File: config.mk
export PLATFORM = sky130hd
export DESIGN_NAME = agu_station
export DESIGN_NICKNAME = d
export VERILOG_FILES = /design/src/rtl/rv32i_types.sv /design/src/rtl/agu_select.sv /design/src/rtl/agu_station.sv
export SDC_FILE = /design/constraint.sdc
export NUM_CORES = 1
export LEC_CHECK = 0
export CORE_UTILIZATION = 56
export DETAILED_ROUTE_END_ITERATION = 10
export PLACE_DENSITY = 0.87
export SYNTH_ARGS = -nofsm -noshare
export SYNTH_HDL_FRONTEND = slang
export SYNTH_SLANG_ARGS = --single-unit
File: constraint.sdc
create_clock -name clk -period 7.4 [get_ports clk]
set_input_delay 1.85 -clock clk [delete_from_list [all_inputs] [get_ports clk]]
set_output_delay 1.85 -clock clk [all_outputs]
set_load 0.05 [all_outputs]
File: src/rtl/rv32i_types.sv
// Shared core types: register/queue index widths and the AGU station entry.
package rv32i_types;

  localparam int PHYS_REG_W = 6;
  localparam int MEM_IDX_W  = 6;

  typedef struct packed {
    logic                  valid;
    logic                  ready;
    logic [PHYS_REG_W-1:0] ps1;
    logic [31:0]           imm;
    logic [MEM_IDX_W-1:0]  mem_idx;
  } agu_entry_t;

endpackage

File: src/rtl/agu_select.sv
// Lowest-index priority encoder: returns the first set request bit and a found flag.
module agu_select #(
  parameter int N  = 4,
  parameter int IW = (N > 1) ? $clog2(N) : 1
) (
  input  logic [N-1:0]  i_req,
  output logic [IW-1:0] o_idx,
  output logic          o_found
);

  // Scanning downward lets the lowest set bit be the last (winning) assignment.
  always_comb begin
    o_idx   = '0;
    o_found = 1'b0;
    for (int i = N - 1; i >= 0; i--) begin
      if (i_req[i]) begin
        o_idx   = IW'(i);
        o_found = 1'b1;
      end
    end
  end

endmodule

File: src/rtl/agu_station.sv
// Address-generation reservation station: holds memory ops until their base
// register is available, then issues one effective address per cycle.
module agu_station
  import rv32i_types::*;
#(
  parameter int DEPTH = 4
) (
  input  logic                  clk,
  input  logic                  rst,
  input  logic                  flush,
  input  logic                  dispatch_valid,
  input  logic [PHYS_REG_W-1:0] dispatch_ps1,
  input  logic                  dispatch_ps1_ready,
  input  logic [31:0]           dispatch_imm,
  input  logic [MEM_IDX_W-1:0]  dispatch_mem_idx,
  output logic                  full,
  input  logic                  cdb_valid,
  input  logic [PHYS_REG_W-1:0] cdb_pd,
  output logic [PHYS_REG_W-1:0] rs_ps,
  input  logic [31:0]           rs_v,
  output logic [31:0]           addr,
  output logic                  addr_valid,
  output logic [MEM_IDX_W-1:0]  mem_idx_out
);

  localparam int IDX_W = $clog2(DEPTH);

  agu_entry_t           r_ent [DEPTH];
  logic [31:0]          r_addr;
  logic                 r_addr_valid;
  logic [MEM_IDX_W-1:0] r_mem_idx;

  logic [DEPTH-1:0] w_valid_vec;
  logic [DEPTH-1:0] w_issue_req;
  logic [DEPTH-1:0] w_free_req;
  logic [IDX_W-1:0] w_sel_idx;
  logic             w_sel_found;
  logic [IDX_W-1:0] w_alloc_idx;
  logic             w_alloc_found;
  logic             w_disp_ready;
  logic             w_do_dispatch;
  logic             w_cdb_hit_disp;

  always_comb begin
    w_valid_vec = '0;
    w_issue_req = '0;
    w_free_req  = '0;
    for (int i = 0; i < DEPTH; i++) begin
      w_valid_vec[i] = r_ent[i].valid;
      w_issue_req[i] = r_ent[i].valid & r_ent[i].ready;
      w_free_req[i]  = ~r_ent[i].valid;
    end
  end

  agu_select #(.N(DEPTH), .IW(IDX_W)) u_issue_sel (
    .i_req  (w_issue_req),
    .o_idx  (w_sel_idx),
    .o_found(w_sel_found)
  );

  agu_select #(.N(DEPTH), .IW(IDX_W)) u_alloc_sel (
    .i_req  (w_free_req),
    .o_idx  (w_alloc_idx),
    .o_found(w_alloc_found)
  );

  // An issuing entry is still valid this cycle, so allocation never picks it.
  assign full           = &w_valid_vec;
  assign w_do_dispatch  = dispatch_valid & ~full & w_alloc_found;
  assign w_cdb_hit_disp = cdb_valid & (cdb_pd == dispatch_ps1);
  assign w_disp_ready   = dispatch_ps1_ready | (dispatch_ps1 == '0) | w_cdb_hit_disp;
  assign rs_ps          = w_sel_found ? r_ent[w_sel_idx].ps1 : '0;

  assign addr        = r_addr;
  assign addr_valid  = r_addr_valid;
  assign mem_idx_out = r_mem_idx;

  always_ff @(posedge clk) begin
    if (rst) begin
      for (int i = 0; i < DEPTH; i++) r_ent[i] <= '0;
      r_addr       <= '0;
      r_addr_valid <= 1'b0;
      r_mem_idx    <= '0;
    end else if (flush) begin
      for (int i = 0; i < DEPTH; i++) begin
        r_ent[i].valid <= 1'b0;
        r_ent[i].ready <= 1'b0;
      end
      r_addr_valid <= 1'b0;
    end else begin
      for (int i = 0; i < DEPTH; i++) begin
        if (r_ent[i].valid && !r_ent[i].ready && cdb_valid && (r_ent[i].ps1 == cdb_pd))
          r_ent[i].ready <= 1'b1;
        if (w_sel_found && (w_sel_idx == IDX_W'(i))) begin
          r_ent[i].valid <= 1'b0;
          r_ent[i].ready <= 1'b0;
        end
        if (w_do_dispatch && (w_alloc_idx == IDX_W'(i))) begin
          r_ent[i].valid   <= 1'b1;
          r_ent[i].ready   <= w_disp_ready;
          r_ent[i].ps1     <= dispatch_ps1;
          r_ent[i].imm     <= dispatch_imm;
          r_ent[i].mem_idx <= dispatch_mem_idx;
        end
      end
      r_addr_valid <= w_sel_found;
      if (w_sel_found) begin
        r_addr    <= rs_v + r_ent[w_sel_idx].imm;
        r_mem_idx <= r_ent[w_sel_idx].mem_idx;
      end
    end
  end

endmodule
# [Word level (Yosys, flattened, before mapping)]
# Memory sizes are Yosys's and may differ from the RTL's.
# Cells that the tools add are included.
[word_totals] reg_bits=39 inputBits=88 mem_count=1 word_cells=207 ramBits=184 out_inout_bits=46
[classes] n_reduce_logical=30 bitwise=51 n_addsub=1 eq_ne=11 muxes=110
[memory_table] name="r_ent" depth=4 word_bits=46 rd=5 rd_clocked_by_memory_dff=0 wr=4 line="agu_station.sv:28" rtl="agu_entry_t r_ent [DEPTH];"
[ops] op="$mux 32" n=4
[ops] op="$mux 1" n=89
[ops] op="$mux 6" n=9
[ops] op="$or 1x1->1" n=42
[ops] op="$add 32x32->32" n=1
[ops] op="$eq 6x6->1" n=5
[ops] op="$logic_and 1x1->1" n=20
[ops] op="$mux 2" n=8
[ops] op="$eq 2x2->1 const B" n=4
[ops] op="$and 1x1->1" n=7
[ops] op="$logic_not 6->1" n=1
[ops] op="$eq 2x1->1 const B" n=2
[ops] op="$logic_not 1->1" n=4
[ops] op="$logic_not 2->1" n=2
[ops] op="$reduce_and 4->1" n=1
[ops] op="$not 1->1" n=2
[ops] op="$reduce_and 2->1" n=1
[ops] op="$reduce_or 2->1" n=1

# [Logic depth before layout (Yosys ltp)]
# Gate-level depths: netlist of the first run.
# An unclocked memory read counts as a cell.
[depth] depth_word=14 ltp_mapped=18

# [Modules after synthesis]
# From an unflattened synthesis of the first run, not the netlist that was laid out.
[hier_totals] hier_cells=924 area_unflattened_um2=11342.1
[by_module_without_submodules] mod="agu_station" cells_each=910 n_inst=1 area_per_inst_um2=11272.1 seq_area_each_um2=6296.0
[by_module_without_submodules] mod="agu_select" cells_each=7 n_inst=2 area_per_inst_um2=35.0 seq_area_each_um2=0.0

# [Least setup slack after synthesis of the first run]
# Ideal clock, no wire load.
[synth_path] path_kind="in2reg" from="input flush" to="memory r_ent[0][0] in the netlist's numbering, enable pin" slack_ns=1.500 path_stages=3 setup_ns=0.506 arrival_time_ns=5.393 required_ns=6.894 cell_sequence="nor2_1 -> nand2_1 -> o21ai_0"
[synth_rtl] item="from (decl)" line="agu_station.sv:10" rtl="input logic flush,"
[synth_rtl] item="to (decl)" line="agu_station.sv:28"

==> out/metrics.cfg, run 1 <==
[detailed_routing]
viasPerCell=6.160
ant_nets=0
drcViolationCount=0
route.vias.total=8735
wirelength_microns=28860
drt-wirelength-per-cell_microns=20.35
drt_first_iter_violations=855
firstDrtPassIters=10

[sta]
timing.final.ws_setup_ps=1737
slew_viol_final=0
final-hold-violation-count=0
period_share_pct=76.53
fmax_mhz=176.6
timing.setup.tns_ps=0
report.final.setup_viol=0
rsz0062_at_grt=no
skew_ps=28.08
worst_slew_margin_rel_pct=23.64
hold_slack_ps=449.7
fin_crit_ps=5663
actual_slew_at_the_worst_max_slew_pin_ps=1141

[floorplanning]
core_region_area_sq_um=19460
pin_count=134
dieHeight_microns=142.9
die_w_microns=142.9
rows=51
die-area_sq_um=20420
floorplan.initialDensity_pct=57.13

[final_layout]
diodes=0
design_area_sq_um=13370
nets=1259
area_added_between_synthesis_and_finish_pct=20.23
share_of_cells_above_drive_strength_1_pct=5.117

[place]
gp_routability_congestion=0.9578
placedInstanceArea_sq_um=12670
dp.final_hpwl_microns=18910
placement.io_buffers=133
dpl_worst_slack_ps=2392

[synthesis]
netlist.area_leader.share_pct=49.42
synth_edf_count=183
dominantRegCellSynth=edfxtp_1
ys_top_cells_by_count=edfxtp_1, nand2_1, and2_1
synthesized_netlist_net_count=1151
post_synth_main_area_contributors=edfxtp_1, dfxtp_1, nand2_1
synth_async_sr_flop_share_pct=0
count_of_distinct_cell_types_in_the_synthesized_netlist=65
ys_seq_elements=223
synth-warning-count=0
top_cell_type_by_total_area_after_synthesis=edfxtp_1
syn_avg_cell_area_sq_um=10.79
post_synth_instance_area_sq_um=11120
postSynthCellCount=1031
yosysSeqAreaShare_pct=56.62
yosysMostFrequentCell=edfxtp_1

[clock_tree]
postCtsResizedCells=0
cts_post_setup_buffers_inserted=0
cts_root_buf=clkbuf_16
clk_transition_reported_paths_ps=60
tritoncts.num_buffers=23
tritoncts=built
hold_buffers=0
clock_latency_ps=520
cts_max_path_buffers=3
cts.sink_count=223
htree_levels=1

[setup_path]
cp.required_ps=5550
startpoint_to_endpoint_class_of_the_critical_path=reg -> out
worstSetupStartpointType=flop
critical-path-slowest-cell=nor2_1
data_arrival_time_of_the_critical_path_ps=3810
cp_cell_sequence=and2_1 > a21oi_2 > nand2_1 > nor2_1 > a222oi_1 > nor2_1 > clkdlybuf4s50_1
crit_path_end_kind=output port
crit_path_frequent_cell=nor2_1
critical_path.max_fanout=12
critical-path-max-stage-delay_ps=880

[grt]
gr-total-overflow=0
grtUsageTotal_pct=28.70
grt_first_pass_wirelength_microns=44930
maximum_number_of_pins_on_one_net_before_global_route_repair=50
grt_pass1_vias=8638
antenna_violations_before_repair=0

[pwr]
design_power_total_w=0.003113
leakagePower_nw=4.993
peakVddDrop_mv=0.1635
power.density_nw_per_um2=232.8

[worst_hold_path]
hp-class=reg -> reg

[job]
maxCapViolations=0

[outcome]
result_of_the_run=finished, final reports clean

## cells by family after synthesis
group | Yosys count | synth area share (%)
flops | 223 | 56.62
buf+inv | 74 | 2.667
mux | 3 | 0.2813
fa+ha+maj | 32 | 3.668
simple gates | 428 | 19.34
xor+xnor | 52 | 4.096
compound gates | 219 | 13.32
## layer usage
metal / GRT usage [%] / routed length, microns
met5: 0 / 0
met1: 37.41 / 11450
met4: 9.338 / 624
met3: 5.500 / 2719
met2: 48.22 / 14060
## area by class of cell
class | instances | area (sq um)
sequential | 223 | 6296
fill | 1363 | 6093
multi-input combinational | 734 | 4571
timing repair buffer | 147 | 1431
clock buffer | 27 | 590.6
tap | 265 | 331.6
clock inverter | 12 | 111.4
inverter | 10 | 37.54
## stage by stage
stage	instances	util [%]
global placement	1379	65.09
floorplan	1031	-
global route	1418	68.69
CTS	1418	68.69
finish	1418	68.69
detailed placement	1379	65.09
## power breakdown
group          internal, W  total, W  switching [W]
registers          0.00143   0.00146      0.0000299
logic             0.000214  0.000553       0.000339
clock network     0.000637   0.00110       0.000464
## state kept, by name, indices dropped and copies added, names as in the netlist
register and flops:
mem_idx_out 6, addr_valid 1, addr 32, r_ent 184
## cell usage in the layout (no fill, tap or decap), types with 4 or more instances in the layout
master / n
clkinv_1: 7
o21ai_1: 4
edfxtp_1: 183
xnor2_1: 21
clkbuf_16: 23
nand4_1: 22
nor4_1: 4
ha_1: 31
clkbuf_1: 4
o21a_1: 4
nand3_1: 15
buf_4: 14
inv_1: 9
a31oi_1: 38
o21ai_0: 13
nor2_1: 44
and3_1: 6
a21oi_1: 46
nor3_1: 7
a21o_1: 21
o22ai_1: 33
nor2b_1: 46
clkdlybuf4s50_1: 132
xor2_1: 31
a211oi_1: 14
nand2_1: 168
a222oi_1: 12
o21bai_1: 5
and2_1: 92
dfxtp_1: 40
## critical path: cells and delay by family, from the launching register on
family | cells | cell delay (ps)
buffers and inverters | 1 | 820
flip-flops | 1 | 470
AO/OA/AOI/OAI | 2 | 560
AND/OR/NAND/NOR | 4 | 1460
## worst paths after layout
kind                              startpoint       end  slack (ps)  depth (start not counted)
worst max-delay path            r_ent[1][45]  rs_ps[4]        1740                          7
worst min-delay path                addr[14]  addr[14]         450                          2
worst max register to register  r_ent[3][45]  addr[28]        2410                         17
worst min register to register      addr[14]  addr[14]         450                          2
No activity file was read; power rests on OpenSTA's default activity.
==> inputs of run 2 (changes only) <==
==> constraint.sdc (replaced) <==
create_clock -name clk -period 5.8 [get_ports clk]
set_input_delay 1.45 -clock clk [delete_from_list [all_inputs] [get_ports clk]]
set_output_delay 1.45 -clock clk [all_outputs]
set_load 0.05 [all_outputs]
==> run 2 against run 1 <==
Sequential cell count unchanged. Wire length down 2.2%. Combinational power increased by 27%. Clock skew decreased by 21 ps. First-iteration DRC count grew 12%. Clock power increased by 25%. Largest cell class unchanged. Largest power group unchanged.
==> out/metrics.cfg, run 2 (synthesized netlist as in run 1, its figures left out) <==
[detailed_routing]
viasPerCell=6.107  ; -0.87%
drt-wirelength-per-cell_microns=19.78  ; -2.8%
drcViolationCount=0  ; unchanged
firstDrtPassIters=8  ; -2
wirelength_microns=28220  ; -2.2%
ant_nets=0  ; unchanged
route.vias.total=8714  ; -0.24%
drt_first_iter_violations=959  ; +12%

[pwr]
peakVddDrop_mv=0.2523  ; +54%
power.switching_w=0.001068  ; +28%
comb_power_share_pct=17.9  ; about the same
cell_internal_pwr_w=0.002873  ; +26%
switching_share_pct=27.10  ; +0.34 points
leakagePower_nw=5.024  ; +0.63%
sequentialPowerShare_pct=47.2  ; +0.3 points
power.density_nw_per_um2=294.0  ; +26%
clock_power_share_pct=34.9  ; -0.5 points
design_power_total_w=0.003941  ; +27%

[setup_path]
worstSetupStartpointType=flop
timing.rr.end=addr[28]
reg2reg_depth=15  ; -2
regToRegStartpoint=r_ent[1][45]
startpoint_to_endpoint_class_of_the_critical_path=reg -> out
critical_path.max_fanout=19  ; +7
cp.required_ps=4350  ; -1200 ps
reg2reg_setup_slack_ps=900  ; -1510 ps
crit_path_end_kind=output port
data_arrival_time_of_the_critical_path_ps=3540  ; -270 ps

[clock_tree]
postCtsResizedCells=0  ; unchanged
cts_post_setup_buffers_inserted=0  ; unchanged
htree_levels=1  ; unchanged
clk_transition_reported_paths_ps=60  ; about the same
tritoncts=built
clock_latency_ps=520  ; about the same
tritoncts.num_buffers=23  ; unchanged
cts_root_buf=clkbuf_16
hold_buffers=0  ; unchanged
cts.sink_count=223  ; unchanged
cts_max_path_buffers=3  ; unchanged

[grt]
grt_pass1_vias=8531  ; -1.2%
maximum_number_of_pins_on_one_net_before_global_route_repair=49  ; -2.0%
grtUsageTotal_pct=27.81  ; -0.90 points
grt_first_pass_wirelength_microns=43500  ; -3.2%
antenna_violations_before_repair=0  ; unchanged
gr-total-overflow=0  ; unchanged

[sta]
timing.setup.tns_ps=0  ; unchanged
skew_ps=7.227  ; -20.85 ps
final-hold-violation-count=0  ; unchanged
rsz0062_at_grt=no
actual_slew_at_the_worst_max_slew_pin_ps=1193  ; +51.52 ps
slew_viol_final=0  ; unchanged
period_share_pct=86.08
fmax_mhz=200.3
hold_slack_ps=451.6  ; +1.945 ps
report.final.setup_viol=0  ; unchanged
fin_crit_ps=4992
timing.final.ws_setup_ps=807.6  ; -929.5 ps
worst_slew_margin_rel_pct=20.49  ; -3.2 points

[final_layout]
layout_commonest_cell=edfxtp_1
area_added_between_synthesis_and_finish_pct=20.54
register_with_the_most_flip_flops=r_ent
finalCoreUtilization_pct=68.87  ; +0.17 points
layout.cells.most_common_list=edfxtp_1, nand2_1, clkdlybuf4s50_1
nets=1264  ; +0.40%
max_ffs_per_register=184  ; unchanged
share_of_cells_above_drive_strength_1_pct=5.943  ; +0.83 points

[worst_hold_path]
hp-class=reg -> reg
hold_start=addr[7]
whs_path_depth=2  ; unchanged
whs_endpoint=addr[7]

[place]
gp_routability_congestion=0.9176  ; -4.2%
placement.io_buffers=133  ; unchanged
dp.final_hpwl_microns=18720  ; -0.98%
dpl_worst_slack_ps=1040  ; -1352 ps

[floorplanning]
die-area_sq_um=20420  ; unchanged
rows=51  ; unchanged
pin_count=134  ; unchanged
floorplan.initialDensity_pct=57.13  ; unchanged
die_w_microns=142.9  ; unchanged
dieHeight_microns=142.9  ; unchanged
core_region_area_sq_um=19460  ; unchanged

[job]
maxCapViolations=0  ; unchanged

[outcome]
result_of_the_run=finished, final reports clean

run 2: metrics by stage:
| step | std cells | cell area, sq um |
|---|---|---|
| 3_5_place_dp | 1384 | 12700 |
| 3_3_place_gp | 1384 | 12700 |
| 6_report | 1427 | 13400 |
| 4_1_cts | 1426 | 13400 |
| 2_1_floorplan | 1031 | 11120 |
| 5_1_grt | 1426 | 13400 |
run 2: power groups by stage:
stage | clock, W | combinational, W | sequential, W
after global placement | 0 | 0.000684 | 0.00189
final | 0.00138 | 0.000705 | 0.00186
after global routing | 0.00144 | 0.000762 | 0.00187
after detailed placement | 0 | 0.000692 | 0.00189
after floorplan | 0 | 0.000417 | 0.00194
after CTS | 0.00139 | 0.000698 | 0.00186
run 2: final cells by class:
cell class                      count  area [sq um]
Fill cell                        1354          6060
Sequential cell                   223          6296
Inverter                           10         37.54
Timing Repair Buffer              152          1469
Tap cell                          265         331.6
Antenna cell                        1         2.502
Multi-Input combinational cell    734          4571
Clock inverter                     15         105.1
Clock buffer                       27         590.6
run 2: how the worst max path moves through the flow:
stage,startpoint,endpoint,depth (start not counted)
after floorplan,flush,r_ent[0][0],3
after global placement,flush,r_ent[1][15],6
after global routing,r_ent[1][45],rs_ps[5],6
after CTS,r_ent[1][45],rs_ps[5],6
final,r_ent[1][45],rs_ps[5],6
after detailed placement,r_ent[1][45],addr[28],15
run 2: worst max-delay path, stage by stage, from the launching register on:
cell             delay, ps
edfxtp_1               460
and2_1                 250
a21oi_2                260
nand2_1                620
a222oi_1               570
nor2_1                 120
clkdlybuf4s50_1        740
run 2: routing by layer:
metal | track usage [%] | vias to the layer above | share of wire [%]
met5 | 0 | - | 0
met3 | 4.561 | 77 | 9.8
met4 | 11.43 | 0 | 3.4
li1 | - | 3992 | -
met2 | 46.62 | 506 | 48
met1 | 35.88 | 4139 | 39
